File: config.mk
export PLATFORM = sky130hd
export DESIGN_NAME = ex_src_stage
export DESIGN_NICKNAME = d
export VERILOG_FILES = /design/src/rtl/ex_src_stage.sv
export SDC_FILE = /design/constraint.sdc
export NUM_CORES = 1
export LEC_CHECK = 0
export CORE_AREA = 5 5 141 143
export CTS_BUF_LIST = sky130_fd_sc_hd__clkbuf_2 sky130_fd_sc_hd__clkbuf_4 sky130_fd_sc_hd__clkbuf_8
export CTS_CLUSTER_SIZE = 30
export DETAILED_ROUTE_END_ITERATION = 12
export DIE_AREA = 0 0 146 148
export PLACE_DENSITY = 0.74
export SYNTH_ARGS = -nofsm -noshare
export SYNTH_HDL_FRONTEND = slang
export SYNTH_SLANG_ARGS = --single-unit
File: constraint.sdc
create_clock -name clk -period 3.6 [get_ports clk]
set_clock_uncertainty 0.15 [all_clocks]
set_input_delay 0.72 -clock clk [delete_from_list [all_inputs] [get_ports clk]]
set_output_delay 0.72 -clock clk [all_outputs]
set_load 0.05 [all_outputs]
File: src/rtl/ex_src_stage.sv
// ID/EX pipeline register with the EX-stage operand select and MEM/WB forwarding network.
// Optional macro EX_SRC_FWD_EN enables forwarding; without it the operands come straight from rd1/rd2.
module ex_src_stage #(
  parameter int unsigned WIDTH = 32
) (
  input  logic             clk,
  input  logic             rst,
  input  logic             stall,
  input  logic             flush,
  input  logic             id_valid,
  input  logic [WIDTH-1:0] id_pc,
  input  logic [WIDTH-1:0] id_rd1,
  input  logic [WIDTH-1:0] id_rd2,
  input  logic [WIDTH-1:0] id_imm,
  input  logic [4:0]       id_rs1,
  input  logic [4:0]       id_rs2,
  input  logic [4:0]       id_rd,
  input  logic [2:0]       id_alu_ctrl,
  input  logic             id_alusrc_a,
  input  logic             id_alusrc_b,
  input  logic             id_reg_write,
  input  logic             mem_reg_write,
  input  logic [4:0]       mem_rd,
  input  logic [WIDTH-1:0] mem_alu_res,
  input  logic             wb_reg_write,
  input  logic [4:0]       wb_rd,
  input  logic [WIDTH-1:0] wb_result,
  output logic             ex_valid,
  output logic [WIDTH-1:0] SrcA,
  output logic [WIDTH-1:0] SrcB,
  output logic [2:0]       control,
  output logic [WIDTH-1:0] ex_store_data,
  output logic [WIDTH-1:0] ex_pc,
  output logic [4:0]       ex_rd,
  output logic             ex_reg_write
);

  localparam int unsigned RegW  = 5;
  localparam int unsigned CtrlW = 3;

  typedef struct packed {
    logic             valid;
    logic [WIDTH-1:0] pc;
    logic [WIDTH-1:0] rd1;
    logic [WIDTH-1:0] rd2;
    logic [WIDTH-1:0] imm;
    logic [RegW-1:0]  rs1;
    logic [RegW-1:0]  rs2;
    logic [RegW-1:0]  rd;
    logic [CtrlW-1:0] alu_ctrl;
    logic             alusrc_a;
    logic             alusrc_b;
    logic             reg_write;
  } idex_t;

  idex_t            r_idex;
  idex_t            w_load;
  logic [WIDTH-1:0] w_fa;
  logic [WIDTH-1:0] w_fb;

  assign w_load = '{
    valid:     id_valid,
    pc:        id_pc,
    rd1:       id_rd1,
    rd2:       id_rd2,
    imm:       id_imm,
    rs1:       id_rs1,
    rs2:       id_rs2,
    rd:        id_rd,
    alu_ctrl:  id_alu_ctrl,
    alusrc_a:  id_alusrc_a,
    alusrc_b:  id_alusrc_b,
    reg_write: id_reg_write
  };

  // Pipeline register: reset and flush both insert an all-zero bubble; stall holds.
  always_ff @(posedge clk) begin
    if (rst || flush) begin
      r_idex <= '0;
    end else if (!stall) begin
      r_idex <= w_load;
    end
  end

`ifdef EX_SRC_FWD_EN
  // MEM is the younger producer, so it is checked before WB; x0 never forwards.
  always_comb begin
    w_fa = r_idex.rd1;
    if (mem_reg_write && (mem_rd != RegW'(0)) && (mem_rd == r_idex.rs1)) begin
      w_fa = mem_alu_res;
    end else if (wb_reg_write && (wb_rd != RegW'(0)) && (wb_rd == r_idex.rs1)) begin
      w_fa = wb_result;
    end
  end

  always_comb begin
    w_fb = r_idex.rd2;
    if (mem_reg_write && (mem_rd != RegW'(0)) && (mem_rd == r_idex.rs2)) begin
      w_fb = mem_alu_res;
    end else if (wb_reg_write && (wb_rd != RegW'(0)) && (wb_rd == r_idex.rs2)) begin
      w_fb = wb_result;
    end
  end
`else
  logic w_unused_fwd;

  assign w_fa = r_idex.rd1;
  assign w_fb = r_idex.rd2;
  // Forward-source ports stay on the interface but are not consumed in this build.
  assign w_unused_fwd = ^{mem_reg_write, mem_rd, mem_alu_res, wb_reg_write, wb_rd, wb_result};
`endif

  assign SrcA          = r_idex.alusrc_a ? r_idex.pc  : w_fa;
  assign SrcB          = r_idex.alusrc_b ? r_idex.imm : w_fb;
  assign ex_store_data = w_fb;
  assign ex_valid      = r_idex.valid;
  assign control       = r_idex.alu_ctrl;
  assign ex_pc         = r_idex.pc;
  assign ex_rd         = r_idex.rd;
  assign ex_reg_write  = r_idex.reg_write & r_idex.valid;

endmodule
==> flow_summary.yaml, run 1 <==
outcome:
  status: "completed"
final_layout:
  nFillCells: 1766
  drive_above_1_share_pct: 21.04
  layoutNonFillerInstCount: 1042
  diodes: 0
  multi_input_area_um2: 2663
  layout.nets: 1025
  regArea_um2: 2803
  syn_to_final_growth_pct: 41.37
worst_setup_path:
  cp-end-kind: "primary output"
  r2r-start: "r_idex[2]"
  r2r_slack_ns: 2.37
  critPathArrivalTime_ns: 1.84
  path_max_fanout: 2
  worst_setup_path_start_kind: "register"
  required_ns: 2.73
  r2r-end: "r_idex[2]"
  reg2reg_depth: 3
  worstSetupPathType: "reg2out"
global_route:
  track_usage_pct: 15.01
  grt_max_degree: 79
  antenna_found_initial: 0
  overflow: 0
  grt_pass1_vias: 4742
  grt_pass1_wl_mm: 25.81
yosys:
  yosysTopAreaCellShare_pct: 44.23
  ys_seq_area_share_pct: 44.23
  syn_avg_cell_area_um2: 10.60
  yosys_warnings: 0
  synth_largest_area_cell: "dfxtp_1"
  netlist_area_um2: 6336
  synth_area_leaders: "dfxtp_1 44%, mux2i_1 22%, mux2_2 11%, buf_4 8.5%, nor2_1 8.3%"
  synth.distinct_cells: 10
  syn_nets: 828
  synthCells: 598
  synth-seq-cells: 140
sta:
  achievable-frequency_ghz: 0.3696
  post-route-period-util_pct: 75.15
  setup_violations: 0
  hold_viol_final: 0
  maxSlewViolCount: 0
  tightest_slew_ns: 0.6361
  rsz0062_at_grt: "no"
  maxSlewHeadroom_pct: 57.59
  tns_ns: 0
  layout_min_cycle_time_ns: 2.705
detailed_routing:
  post-route-drc-count: 0
  dr_total_vias: 4634
  drt-initial-drc-count: 102
  firstDrtPassIters: 4
  vias_per_cell: 4.447
  wl_per_cell_um: 15.83
  antenna_left: 0
  routed_wl_mm: 16.50
clock_tree:
  cts_root_buf: "clkbuf_8"
  post-cts-setup-buffer-count: 0
  worstSkewPairLatency_ns: 0.42
  cts.path.max_buffers: 2
  cts_sinks: 140
  cts_tree: "done"
  cts.reportedPaths.clkPinSlew_ns: 0.08
  holdBufCountCts: 0
  cts_resized: 0
  cts.htree.levels: 4
  cts_buffers: 17
placement:
  dp_hpwl_mm: 11.76
  io_buffer_count: 281
  place.gp.congestion: 0.7852
  dp_cells: 1010
floorplan:
  rows: 50
  fp.dieArea_um2: 21610
  coreArea_um2: 18460
  dieWidth_um: 146
  start_util_pct: 34.33
  die_h_um: 148
  ioPinCount: 368
pwr:
  irDropWorstVdd_mv: 0.2345
  leakagePower_nw: 3.898
  p_per_area_nw_per_um2: 409.9
hold_path:
  min-delay-start: "r_idex[0]"
  hold_end: "r_idex[0]"
  whs_path_depth: 2
  hp-class: "reg2reg"
run:
  maxCapViolCount: 0
[final cells by class]
cell class	count	area share, %
multi-input combinational	346	29.72
clock inverter	12	1.816
clock buffer	20	2.933
timing repair buffer	290	30.97
sequential	140	31.29
tap	234	3.269
[where the power goes]
part           switching [W]  internal, W
sequential         0.0000310      0.00160
combinational       0.000351     0.000323
clock               0.000642     0.000727
total                0.00102      0.00265
[Yosys cell counts (all sizes together)]
| cell type | n |
|---|---|
| and2 | 1 |
| buf | 108 |
| clkbuf | 4 |
| dfxtp | 140 |
| mux2 | 64 |
| mux2i | 140 |
| nor2 | 140 |
| or2 | 1 |
[critical path, cell delays in order (launching register included)]
cell	delay, ns
dfxtp_1	0.35
mux2_2	0.33
clkdlybuf4s50_1	0.72
[worst max-delay path by stage]
stage,start,endpoint,slack [ns],depth (start not counted)
2_1_floorplan,ex_valid,ex_reg_write,1.61,1
3_3_place_gp,r_idex[2],SrcA[18],1.35,3
3_5_place_dp,r_idex[2],SrcA[18],1.35,3
4_1_cts,r_idex[2],SrcA[0],0.84,3
5_1_grt,r_idex[2],SrcA[28],0.81,3
6_report,r_idex[2],SrcA[17],0.89,2
[cells in the final DEF (no fill, tap or decap), types with 3 or more instances in the layout]
cell type and n:
buf_4 68, bufinv_16 3, mux2i_1 140, clkinvlp_4 5, clkbuf_8 18, mux2_2 64, inv_6 3, dfxtp_1 140
buf_12 4, clkdlybuf4s50_1 217, nor2_1 140
[cell families after synthesis]
logic type	Yosys count	synth area share, %
multiplexers	204	33.49
AND/OR/NAND/NOR	142	8.491
flip-flops	140	44.23
buffers and inverters	112	13.78
[registers in the layout, indices dropped and copies added (netlist names)]
register	count
r_idex	35
ex_pc	32
ex_store_data	32
w_fa	32
ex_rd	5
control	3
ex_valid	1
[metrics by stage]
| stage | utilization (%) | area, um^2 | worst slack [ns] | total power, W | hold WS (ns) |
|---|---|---|---|---|---|
| after floorplan | - | 6336 | 1.606 | 0.002106 | 0.3048 |
| after detailed placement | 46.23 | 8532 | 1.349 | 0.002346 | 0.3337 |
| final | 48.54 | 8957 | 0.8947 | 0.003672 | 0.3442 |
| after global placement | 46.23 | 8532 | 1.345 | 0.002340 | 0.3183 |
| after global routing | 48.54 | 8957 | 0.8068 | 0.003857 | 0.3624 |
| after CTS | 48.54 | 8957 | 0.8431 | 0.003745 | 0.3541 |
[routing by layer]
| layer | routed length [um] | track usage (%) |
|---|---|---|
| met1 | 6842 | 17.23 |
| met2 | 7927 | 25.52 |
| met3 | 1609 | 6.806 |
| met4 | 121 | 3.951 |
| met5 | 0 | 0 |
Note: power is estimated with default switching activity, not from simulation.
==> inputs of run 2 (changes only) <==
==> config.mk (replaced) <==
export PLATFORM = sky130hd
export DESIGN_NAME = ex_src_stage
export DESIGN_NICKNAME = d
export VERILOG_FILES = /design/src/rtl/ex_src_stage.sv
export SDC_FILE = /design/constraint.sdc
export NUM_CORES = 1
export LEC_CHECK = 0
export CORE_MARGIN = 5
export CORE_UTILIZATION = 36
export CTS_BUF_LIST = sky130_fd_sc_hd__clkbuf_2 sky130_fd_sc_hd__clkbuf_4 sky130_fd_sc_hd__clkbuf_8
export CTS_CLUSTER_SIZE = 30
export DETAILED_ROUTE_END_ITERATION = 12
export PLACE_DENSITY = 0.8
export SYNTH_ARGS = -nofsm -noshare
export SYNTH_HDL_FRONTEND = slang
export SYNTH_SLANG_ARGS = --single-unit
==> constraint.sdc (replaced) <==
create_clock -name clk -period 2.4 [get_ports clk]
set_clock_uncertainty 0.15 [all_clocks]
set_input_delay 0.48 -clock clk [delete_from_list [all_inputs] [get_ports clk]]
set_output_delay 0.48 -clock clk [all_outputs]
set_load 0.05 [all_outputs]
==> run 2 against run 1 <==
Flip-flop and latch count is the same. Register-to-register slack got worse by 0.97 ns. Hold slack hardly changed. Sequential share of layout area fell by 2.6 points. Final cell count decreased by 0.77%. Critical path type unchanged. Critical endpoint is now ex_pc[21].
==> flow_summary.yaml, run 2 (synthesized netlist as in run 1, its figures left out) <==
worst_setup_path:
  r2r-start: "r_idex[1]"
  cpPeakStageDelay_ns: 0.83
  cp_num_buf_inv: 1
  critPathArrivalTime_ns: 1.67
  worstSetupPathType: "reg2out"
  required_ns: 1.77
  worst_setup_path_start_kind: "register"
  path_cells: "clkdlybuf4s50_1"
  path_max_fanout: 3
  crit_path_start: "ex_pc[21]"
  slowest_stage: "clkdlybuf4s50_1"
  cpLargestDelayFamily: "buffers and inverters"
  cp-end-kind: "primary output"
final_layout:
  top_register: "r_idex"
  final_cell_mix: "214 x clkdlybuf4s50_1, 140 x mux2i_1, 140 x nor2_1"
  stdcell_area_um2: 9769
  largest_reg_flops: 35
  utilization_pct: 56.48
  final_common_cell: "clkdlybuf4s50_1"
  syn_to_final_growth_pct: 54.19
  layout.nets: 1027
  diodes: 0
  drive_above_1_share_pct: 21.38
sta:
  maxSlewViolCount: 0
  tns_ns: 0
  layout_min_cycle_time_ns: 2.298
  tightest_slew_ns: 0.5631
  worst_hold_slack_ns: 0.3438
  rsz0062_at_grt: "no"
  hold_viol_final: 0
  achievable-frequency_ghz: 0.4351
  finalWorstSetupSlack_ns: 0.1015
  setup_violations: 0
  post-route-period-util_pct: 95.77
  maxSlewHeadroom_pct: 62.34
detailed_routing:
  vias_per_cell: 4.568
  antenna_left: 0
  post-route-drc-count: 0
  firstDrtPassIters: 4
  drt-initial-drc-count: 114
  dr_total_vias: 4723
  routed_wl_mm: 16.59
  wl_per_cell_um: 16.04
placement:
  io_buffer_count: 281
  place_area_um2: 9359
  place.gp.congestion: 0.8124
  dp_hpwl_mm: 12.28
  post-place-ws_ns: 0.4673
outcome:
  status: "completed"
pwr:
  irDropWorstVdd_mv: 0.2730
  p_int_w: 0.004028
  p_per_area_nw_per_um2: 566.5
  leakagePower_nw: 4.133
  swShare_pct: 27.21
  pwr-share-comb_pct: 20.5
  sequentialPowerShare_pct: 44.2
  clockPowerShare_pct: 35.3
  p_sw_w: 0.001506
floorplan:
  coreArea_um2: 17300
  die_h_um: 142.7
  start_util_pct: 36.63
  ioPinCount: 368
  rows: 48
  fp.dieArea_um2: 20350
  dieWidth_um: 142.7
global_route:
  grt_max_degree: 79
  grt_pass1_vias: 4897
  antenna_found_initial: 0
  grt_pass1_wl_mm: 25.41
  track_usage_pct: 15.89
  overflow: 0
run:
  maxCapViolCount: 0
clock_tree:
  cts_sinks: 140
  cts_tree: "done"
  cts.reportedPaths.clkPinSlew_ns: 0.08
  cts.path.max_buffers: 2
  cts_buffers: 17
  cts_root_buf: "clkbuf_8"
  cts.htree.levels: 4
  worstSkewPairLatency_ns: 0.43
hold_path:
  min-delay-start: "r_idex[33]"
  hp-class: "reg2reg"
[run 2: final cells by class]
type	count	area (um^2)
clock buffer	22	296.5
clock inverter	9	111.4
fill	1481	7527
multi-input combinational	346	2663
sequential	140	2804
tap	225	281.5
timing repair buffer	292	3613
[run 2: through the flow]
stage	std cells	total power [W]
floorplan	598	0.003160
global placement	1003	0.003632
detailed placement	1003	0.003646
CTS	1034	0.005626
global route	1034	0.005803
finish	1034	0.005535
[run 2: path summary, 6_finish.rpt]
| check | end | slack [ns] | cells after the start |
|---|---|---|---|
| setup reg to reg | r_idex[1] | 1.40 | 3 |
| hold reg to reg | r_idex[33] | 0.34 | 2 |
| hold / removal | r_idex[33] | 0.34 | 2 |
| setup / recovery | ex_pc[21] | 0.10 | 1 |
[run 2: repair_timing]
| action | CTS | global route |
|---|---|---|
| resized for setup | 1 | 2 |
| buffers inserted | 0 | 0 |
| setup endpoints to repair | 1 | 30 |
| hold buffers | 0 | 0 |
[run 2: per-layer routing]
layer  routed length (um)  global-route usage, %  vias to the layer above
li1                     -                      -                     2316
met1                 6445                  17.14                     2182
met2                 7915                  27.18                      204
met3                 1933                  7.904                       21
met4                  294                  5.303                        0
met5                    0                      0                        -
[run 2: worst min-delay path: stages, from the launching register on]
cell and delay [ns]:
dfxtp_1 0.33, mux2i_1 0.07, nor2_1 0.07
[run 2: power by group through the flow]
stage               logic, W  registers [W]  clock network, W
global route         0.00119        0.00246           0.00215
detailed placement   0.00114        0.00250                 0
floorplan           0.000674        0.00249                 0
CTS                  0.00115        0.00245           0.00203
finish               0.00113        0.00245           0.00195
global placement     0.00113        0.00250                 0
==> inputs of run 3 (changes only) <==
--- a/config.mk
+++ b/config.mk
@@ -10,6 +10,7 @@
 export CTS_BUF_LIST = sky130_fd_sc_hd__clkbuf_2 sky130_fd_sc_hd__clkbuf_4 sky130_fd_sc_hd__clkbuf_8
 export CTS_CLUSTER_SIZE = 30
 export DETAILED_ROUTE_END_ITERATION = 12
+export MAX_ROUTING_LAYER = met4
 export PLACE_DENSITY = 0.8
 export SYNTH_ARGS = -nofsm -noshare
 export SYNTH_HDL_FRONTEND = slang
==> run 3 against run 2 <==
Global-route usage up 0.47 points. Flip-flop and latch count unchanged. Hold slack about the same. Count of clock-buffer cells in the layout unchanged.
==> flow_summary.yaml, run 3 (synthesized netlist as in run 1, its figures left out) <==
final_layout:
  diodes: 0
  final_common_cell: "clkdlybuf4s50_1"
  layout.nets: 1027
  drive_above_1_share_pct: 21.38
  final_cell_mix: "214 x clkdlybuf4s50_1, 140 x mux2i_1, 140 x nor2_1"
  stdcell_area_um2: 9769
  multi_input_area_um2: 2663
  regArea_um2: 2804
  syn_to_final_growth_pct: 54.19
  nFillCells: 1481
  largest_reg_flops: 35
  top_register: "r_idex"
global_route:
  antenna_found_initial: 0
  grt_pass1_vias: 4930
  overflow: 0
  track_usage_pct: 16.36
  grt_pass1_wl_mm: 25.35
  grt_max_degree: 79
hold_path:
  min-delay-start: "r_idex[33]"
  whs_path_depth: 2
  hold_end: "r_idex[33]"
  hp-class: "reg2reg"
floorplan:
  start_util_pct: 36.63
  ioPinCount: 368
  die_h_um: 142.7
  fp.dieArea_um2: 20350
  coreArea_um2: 17300
  dieWidth_um: 142.7
  rows: 48
worst_setup_path:
  required_ns: 1.77
  cp-end-kind: "primary output"
  worstSetupPathType: "reg2out"
  worst_setup_path_start_kind: "register"
  cp_num_buf_inv: 1
  slowest_stage: "clkdlybuf4s50_1"
  critPathArrivalTime_ns: 1.66
  cpPeakStageDelay_ns: 0.83
  path_max_fanout: 3
  cpLargestDelayFamily: "buffers and inverters"
  r2r_slack_ns: 1.39
  path_cells: "clkdlybuf4s50_1"
  r2r-start: "r_idex[1]"
  reg2reg_depth: 3
  r2r-end: "r_idex[1]"
detailed_routing:
  firstDrtPassIters: 4
  drt-initial-drc-count: 120
  post-route-drc-count: 0
  antenna_left: 0
  dr_total_vias: 4734
  vias_per_cell: 4.578
  routed_wl_mm: 16.61
  wl_per_cell_um: 16.06
sta:
  achievable-frequency_ghz: 0.4361
  hold_viol_final: 0
  maxSlewViolCount: 0
  tns_ns: 0
  tightest_slew_ns: 0.5608
  setup_violations: 0
  maxSlewHeadroom_pct: 62.49
  post-route-period-util_pct: 95.54
  rsz0062_at_grt: "no"
  layout_min_cycle_time_ns: 2.293
clock_tree:
  worstSkewPairLatency_ns: 0.43
  cts_tree: "done"
  cts_sinks: 140
  post-cts-setup-buffer-count: 0
  cts.reportedPaths.clkPinSlew_ns: 0.08
  cts_root_buf: "clkbuf_8"
  cts.path.max_buffers: 2
  cts.htree.levels: 4
  cts_buffers: 17
placement:
  place.gp.congestion: 0.8244
  io_buffer_count: 281
  dp_hpwl_mm: 12.28
  place_area_um2: 9359
pwr:
  leakagePower_nw: 4.133
  irDropWorstVdd_mv: 0.2690
  p_per_area_nw_per_um2: 566.4
run:
  maxCapViolCount: 0
outcome:
  status: "completed"
## run 3: per-stage QoR
| stage | util [%] | setup WS, ns | power (W) | hold WS [ns] | instances |
|---|---|---|---|---|---|
| 6_report | 56.48 | 0.1072 | 0.005533 | 0.3438 | 1034 |
| 5_1_grt | 56.48 | 0.01395 | 0.005801 | 0.3588 | 1034 |
| 4_1_cts | 56.46 | 0.002688 | 0.005626 | 0.3498 | 1034 |
| 3_5_place_dp | 54.11 | 0.4673 | 0.003646 | 0.3315 | 1003 |
| 3_3_place_gp | 54.11 | 0.4692 | 0.003632 | 0.3182 | 1003 |
| 2_1_floorplan | - | 0.6456 | 0.003160 | 0.3048 | 598 |
## run 3: repair_timing
item | 4_1_cts | 5_1_grt
hold buffers | 0 | 0
setup endpoints to repair | 1 | 30
gates resized for setup | 1 | 2
## run 3: power by group
group / leakage (nW) / internal [W] / switching, W
clock: 0.205 / 0.00104 / 0.000906
sequential: 1.14 / 0.00240 / 0.0000488
combinational: 2.79 / 0.000586 / 0.000550
## run 3: how the worst max path moves through the flow
stage	to	slack, ns	cells after the start	from
after floorplan	ex_reg_write	0.65	1	ex_valid
after global placement	ex_pc[0]	0.47	1	ex_pc[0]
after detailed placement	ex_pc[0]	0.47	1	ex_pc[0]
after CTS	SrcA[20]	0.003	3	r_idex[2]
after global routing	ex_store_data[5]	0.01	1	ex_store_data[5]
final	ex_pc[21]	0.11	1	ex_pc[21]
## run 3: area by class of cell
class,instances,share of cell area [%]
Sequential cell,140,28.70
Multi-Input combinational cell,346,27.25
Timing Repair Buffer,292,36.99
Clock inverter,9,1.140
Tap cell,225,2.882
Clock buffer,22,3.035
## run 3: worst register-to-register path: stages, from the launching register on
cell	delay [ns]
dfxtp_1	0.36
buf_12	0.23
mux2i_1	0.11
nor2_1	0.10
## run 3: routing by layer
metal	routed length [um]	track usage, %	vias to the layer above	part of all wire [%]
met1	6847	18.36	2196	41
met3	1565	6.263	19	9.4
met4	266	4.852	0	1.6
met2	7930	27.13	203	48
met5	0	-	-	0
li1	-	-	2316	-
